File: src/rtl/prime_pkg.sv
// Shared constants and state encoding for the four-lane prime search.
package prime_pkg;
    localparam int DEF_WIDTH = 32;
    localparam int DEF_LANES = 4;
    localparam int DEF_SAVE_CYCLES = 4;
    localparam int COUNT_W = 16;

    typedef enum logic [2:0] {
        IDLE,
        CLASSIFY,
        CLEAR,
        START,
        WAIT,
        DECIDE,
        SAVE,
        NEXT
    } state_t;
endpackage

File: src/rtl/prime_range_partitioner.sv
// Splits the divisor range [2, n/2+1) of candidate n across the tester lanes.
module prime_range_partitioner #(
    parameter int WIDTH = 32,
    parameter int LANES = 4
) (
    input  logic [WIDTH-1:0]       n,
    output logic [LANES*WIDTH-1:0] start_val,
    output logic [LANES*WIDTH-1:0] end_val,
    output logic [LANES-1:0]       mask
);
    logic [WIDTH-1:0] q;
    logic [WIDTH-1:0] b [LANES+1];

    // Inner bounds are k*(n>>2) clamped to 2; an empty lane is masked off.
    always_comb begin
        q = n >> 2;
        b[0] = WIDTH'(2);
        for (int k = 1; k < LANES; k++) begin
            b[k] = WIDTH'(k) * q;
            if (b[k] < WIDTH'(2)) b[k] = WIDTH'(2);
        end
        b[LANES] = (n >> 1) + WIDTH'(1);
        start_val = '0;
        end_val = '0;
        mask = '0;
        for (int k = 0; k < LANES; k++) begin
            start_val[k*WIDTH +: WIDTH] = b[k];
            end_val[k*WIDTH +: WIDTH] = b[k+1];
            mask[k] = (b[k] >= b[k+1]);
        end
    end
endmodule

File: src/rtl/prime_search_controller.sv
// Walks candidates from a seed, farms divisor ranges out to the lanes, saves primes.
module prime_search_controller
    import prime_pkg::*;
#(
    parameter int WIDTH = DEF_WIDTH,
    parameter int LANES = DEF_LANES,
    parameter int SAVE_CYCLES = DEF_SAVE_CYCLES
) (
    input  logic                   clk,
    input  logic                   rst,
    input  logic                   go,
    input  logic                   stop,
    input  logic [WIDTH-1:0]       seed,
    output logic                   tester_rst,
    output logic                   tester_start,
    output logic [WIDTH-1:0]       tester_dividend,
    output logic [LANES*WIDTH-1:0] tester_start_val,
    output logic [LANES*WIDTH-1:0] tester_end_val,
    input  logic [LANES-1:0]       tester_done,
    input  logic [LANES-1:0]       tester_is_prime,
    output logic                   save,
    output logic [WIDTH-1:0]       data_in,
    output logic                   found,
    output logic [COUNT_W-1:0]     prime_count,
    output logic                   busy,
    output logic                   wrapped
);
    localparam int SAVE_W = $clog2(SAVE_CYCLES) + 1;
    localparam logic [SAVE_W-1:0] SAVE_LAST = SAVE_W'(SAVE_CYCLES - 1);

    state_t state, state_n;
    logic [WIDTH-1:0] candidate;
    logic [SAVE_W-1:0] save_cnt;
    logic stop_pending;
    logic [LANES-1:0] mask;
    logic [LANES*WIDTH-1:0] part_start, part_end;
    logic all_done, is_prime, stop_any, at_max, enter_save, start_go;

    prime_range_partitioner #(.WIDTH(WIDTH), .LANES(LANES)) u_part (
        .n(candidate),
        .start_val(part_start),
        .end_val(part_end),
        .mask(mask)
    );

    assign tester_dividend = candidate;

    always_comb begin
        all_done = &(tester_done | mask);
        is_prime = &(tester_is_prime | mask);
        stop_any = stop_pending | stop;
        at_max = &candidate;
        start_go = (state == IDLE) && go;
        enter_save = (state_n == SAVE) && (state != SAVE);
    end

    always_comb begin
        state_n = state;
        unique case (state)
            IDLE: if (go) state_n = CLASSIFY;
            CLASSIFY: begin
                if (candidate < WIDTH'(2)) state_n = NEXT;
                else if (candidate < WIDTH'(4)) state_n = SAVE;
                else state_n = CLEAR;
            end
            CLEAR: state_n = START;
            START: state_n = WAIT;
            WAIT: if (all_done) state_n = DECIDE;
            DECIDE: state_n = is_prime ? SAVE : NEXT;
            SAVE: if (save_cnt == SAVE_LAST) state_n = NEXT;
            NEXT: state_n = (stop_any || at_max) ? IDLE : CLASSIFY;
            default: state_n = IDLE;
        endcase
    end

    always_ff @(posedge clk) begin
        if (rst) begin
            state <= IDLE;
            candidate <= '0;
            save_cnt <= '0;
            stop_pending <= 1'b0;
            tester_rst <= 1'b0;
            tester_start <= 1'b0;
            tester_start_val <= '0;
            tester_end_val <= '0;
            save <= 1'b0;
            found <= 1'b0;
            data_in <= '0;
            prime_count <= '0;
            busy <= 1'b0;
            wrapped <= 1'b0;
        end else begin
            state <= state_n;
            tester_rst <= (state_n == CLEAR);
            tester_start <= (state_n == START);
            tester_start_val <= part_start;
            tester_end_val <= part_end;
            save <= (state_n == SAVE);
            found <= enter_save;
            busy <= (state_n != IDLE);
            save_cnt <= (state == SAVE) ? save_cnt + 1'b1 : '0;
            if (start_go) candidate <= seed;
            else if (state == NEXT && state_n == CLASSIFY) candidate <= candidate + 1'b1;
            if (state_n == IDLE) stop_pending <= 1'b0;
            else if (stop && state != IDLE) stop_pending <= 1'b1;
            if (enter_save) data_in <= candidate;
            if (start_go) prime_count <= '0;
            else if (enter_save && prime_count != '1) prime_count <= prime_count + 1'b1;
            // A stop in the last candidate's NEXT wins; wrapped only marks a natural finish.
            if (start_go) wrapped <= 1'b0;
            else if (state == NEXT && !stop_any && at_max) wrapped <= 1'b1;
        end
    end
endmodule

File: config.mk
export PLATFORM = sky130hd
export DESIGN_NAME = prime_search_controller
export DESIGN_NICKNAME = d
export VERILOG_FILES = /design/src/rtl/prime_pkg.sv /design/src/rtl/prime_range_partitioner.sv /design/src/rtl/prime_search_controller.sv
export SDC_FILE = /design/constraint.sdc
export NUM_CORES = 1
export LEC_CHECK = 0
export ABC_AREA = 0
export CAP_MARGIN = 20
export CORE_ASPECT_RATIO = 0.75
export CORE_MARGIN = 4
export CORE_UTILIZATION = 45
export DETAILED_ROUTE_END_ITERATION = 7
export HOLD_SLACK_MARGIN = 0.06
export MAX_ROUTING_LAYER = met4
export PLACE_DENSITY_LB_ADDON = 0.3
export SYNTH_ARGS = -nofsm -noshare
export SYNTH_HDL_FRONTEND = slang
export SYNTH_SLANG_ARGS = --single-unit
File: constraint.sdc
create_clock -name clk -period 7.24 [get_ports clk]
set_input_delay 2.172 -clock clk [delete_from_list [all_inputs] [get_ports clk]]
set_output_delay 2.172 -clock clk [all_outputs]
set_load 0.02 [all_outputs]
==> flow_summary.toml <==
[finish]
drive_gt1_frac = 0.05320
nets = 2131
fill_cells = 2796
multi_input_area_mm2 = 0.007826
seqCellArea_mm2 = 0.004364
syn_to_final_growth_pct = 28.65

[sta]
worstMarginPinSlew_ns = 1.029
rsz0062_at_grt = "no"
hold_viol = 0
post-route-min-period_ns = 6.883
fin_worst_skew_ns = 0.009996
finalCritPeriodShare = 0.9507
tns_ns = 0
relSlewSlack = 0.3139
slew_viol_final = 0
finalSetupViolations = 0
fmax_mhz = 145.3
worst_slack_ns = 0.3567

[clocking]
cts_htree_levels = 1
clockRootBuffer = "clkbuf_16"
cts_hold_buf = 0
cts_made_buffers = 22
clkLatencyLatePin_ns = 0.53
clkSinkCount = 218
clk_path_buf_depth = 3
tritoncts = "yes"
path_clk_slew_ns = 0.07

[worst_setup_path]
critPathCapture = "data_in[22]"
end_kind = "register"
critPathLaunchType = "register"
r2r_cells = 24
worstPathArrival_ns = 7.26
r2r-end = "data_in[22]"
crit_start = "tester_dividend[3]"
path_class = "reg2reg"
worst_ep_required_time_ns = 7.62
worst-path-max-fanout = 24
r2r_slack_ns = 0.36
r2r-start = "tester_dividend[3]"

[drt]
drt.antenna.violating_nets = 0
first_pass_iters = 5
post_drt_wl_per_cell_um = 21.83
drtIter0Drc = 1082
via_per_inst = 5.559
vias = 13090
drc = 0
wl_mm = 51.42

[logic_synthesis]
synth.area.top_cells = "dfxtp_1, ha_1, buf_4"
ys_ff_latch = 218
yosysTopAreaCell = "dfxtp_1"
synth_flop_cell = "dfxtp_1"
avgSynthCellArea_um2 = 8.065
synth_seq_area_share = 0.3179
yosys_warnings = 0
netlist_area_mm2 = 0.01373
synthCells = 1702
yosys.area.top_type_share = 0.3179
synth_cell_types = 79
async_flop_share = 0
synth_edf_count = 0

[floorplan]
die_h_um = 159.3
initial_core_util = 0.4554
die-area_mm2 = 0.03339
core_mm2 = 0.03014
rows = 55
die_x_um = 209.7
ios = 386

[grt]
grt_overflow = 0
first_global_vias = 12650
grt_max_degree = 131
grt_first_pass_wirelength_mm = 77.58
grt_antenna_before_repair = 1
grt.total_usage = 0.3012

[placed_design]
dp_hpwl_mm = 40.23
numPortBuffers = 346
dpl_worst_slack_ns = 0.1587
gp_congestion = 0.9994

[run]
drv_cap = 0

[worst_hold_path]
holdPathStages = 1
hold_class = "reg2reg"

[power]
ir_drop_v = 0.0002564
power.leakage_uw = 0.007596
p_per_area_mw_per_mm2 = 420.0

[status]
status = "completed"
==> cells by family (layout without fill, tap and decap cells) <==
kind of cell | Yosys count | in the layout | synth area share
AO/OA/AOI/OAI | 296 | 296 | 0.1423
XOR/XNOR | 71 | 71 | 0.04585
adder cells (fa/ha/maj) | 148 | 148 | 0.1354
buffers and inverters | 323 | 538 | 0.1258
flip-flops | 218 | 218 | 0.3179
multiplexers | 36 | 36 | 0.02634
other | 1 | 40 | 0.0002732
AND/OR/NAND/NOR | 609 | 609 | 0.2061
==> final cells by class <==
cell class	count	share of cell area
multi-input combinational	1199	0.4432
sequential	218	0.2471
timing repair buffer	380	0.2109
clock buffer	35	0.03968
tap	399	0.02827
inverter	118	0.02508
clock inverter	5	0.005668
antenna	1	0.0001417
==> per-layer routing <==
layer	part of all wire	vias to the layer above	routed length [µm]	global-route usage
met5	0	-	0	-
met4	0.021	0	1094	0.06018
met3	0.082	74	4217	0.05377
met2	0.42	636	21700	0.4369
met1	0.47	6196	24410	0.4410
li1	-	6185	-	-
==> worst min path at each step <==
stage	from	end	slack, ns
floorplan	save_cnt[0]	save_cnt[0]	0.41
global placement	save_cnt[0]	save_cnt[0]	0.42
detailed placement	save_cnt[0]	save_cnt[0]	0.43
CTS	save_cnt[0]	save_cnt[0]	0.44
global route	save_cnt[0]	save_cnt[0]	0.46
finish	save_cnt[0]	save_cnt[0]	0.44
==> where the power goes <==
part	leakage [µW]	internal (µW)	switching (µW)
Combinational	0.00542	1730	2820
Sequential	0.00178	1430	195
Clock	0.000396	768	478
==> cells in the final DEF (no fill, tap or decap), types with 26 or more instances in the layout <==
master / netlist / routed
a211oi_1: 34 / 34
a21oi_1: 78 / 78
buf_4: 133 / 33
clkdlybuf4s50_1: 0 / 345
conb_1: 1 / 39
dfxtp_1: 218 / 218
ha_1: 147 / 146
inv_1: 110 / 110
mux2i_1: 35 / 35
nand2_1: 109 / 108
nand3_1: 39 / 39
nand4_1: 46 / 46
nor2_1: 259 / 258
nor3_1: 54 / 53
o21ai_0: 56 / 56
or3_1: 26 / 26
xnor2_1: 61 / 61
==> sequential cells by signal, summed over array words and instances, names as in the netlist, 3 cells and up <==
signal,flops
save_cnt,3
tester_dividend,32
prime_count,16
state,3
data_in,32
tester_end_val,124
==> cells in the mapped netlist (5+ instances only) <==
| master | number |
|---|---|
| nor2_1 | 259 |
| dfxtp_1 | 218 |
| ha_1 | 147 |
| buf_4 | 133 |
| inv_1 | 110 |
| nand2_1 | 109 |
| a21oi_1 | 78 |
| xnor2_1 | 61 |
| clkbuf_1 | 57 |
| o21ai_0 | 56 |
| nor3_1 | 54 |
| nand4_1 | 46 |
| nand3_1 | 39 |
| mux2i_1 | 35 |
| a211oi_1 | 34 |
| or3_1 | 26 |
| nor4_1 | 16 |
| a21o_1 | 15 |
| buf_2 | 12 |
| o21ai_1 | 12 |
| a31oi_1 | 11 |
| and3_1 | 11 |
| o211ai_1 | 11 |
| nand2b_1 | 10 |
| a311oi_1 | 9 |
| o21a_1 | 9 |
| xor2_1 | 9 |
| nor2b_1 | 7 |
| a211o_1 | 6 |
| inv_2 | 6 |
| o221ai_1 | 6 |
| and2_1 | 5 |
| o31ai_1 | 5 |
| or2_2 | 5 |
==> worst max-delay path, cell delays in order, from the launching register on <==
cell      delay (ns)
dfxtp_1         0.52
ha_2            0.35
inv_1           0.07
fa_1            0.39
nand2b_1        0.22
a211oi_4        0.39
nor2_1          0.11
xor2_1          0.36
inv_1           0.20
nor4b_1         0.35
nand4b_1        0.25
nor4_4          0.46
nand2b_1        0.19
ha_1            0.24
nor2b_1         0.15
a211oi_1        0.10
o41ai_1         0.32
nand2_1         0.14
nand3_1         0.18
o21ai_0         0.17
o32a_1          0.29
o21ai_4         0.54
buf_6           0.40
mux2i_1         0.25
nor2_1          0.06
==> stage by stage <==
step | hold WS, ns | utilization | cell area (µm²) | cells | power (µW)
after floorplan | 0.4084 | - | 13870 | 1740 | 4448
after global placement | 0.4172 | 0.5583 | 16830 | 2314 | 6047
after detailed placement | 0.4313 | 0.5583 | 16830 | 2314 | 6069
after CTS | 0.4399 | 0.5848 | 17630 | 2354 | 7351
after global routing | 0.4628 | 0.5859 | 17660 | 2355 | 7853
final | 0.4381 | 0.5859 | 17660 | 2355 | 7418
==> what timing repair did <==
item | in CTS | in global routing
setup buffers | 0 | 0
resized for setup | 0 | 6
setup endpoints to repair | 0 | 38
(Power assumes the default switching activity.)
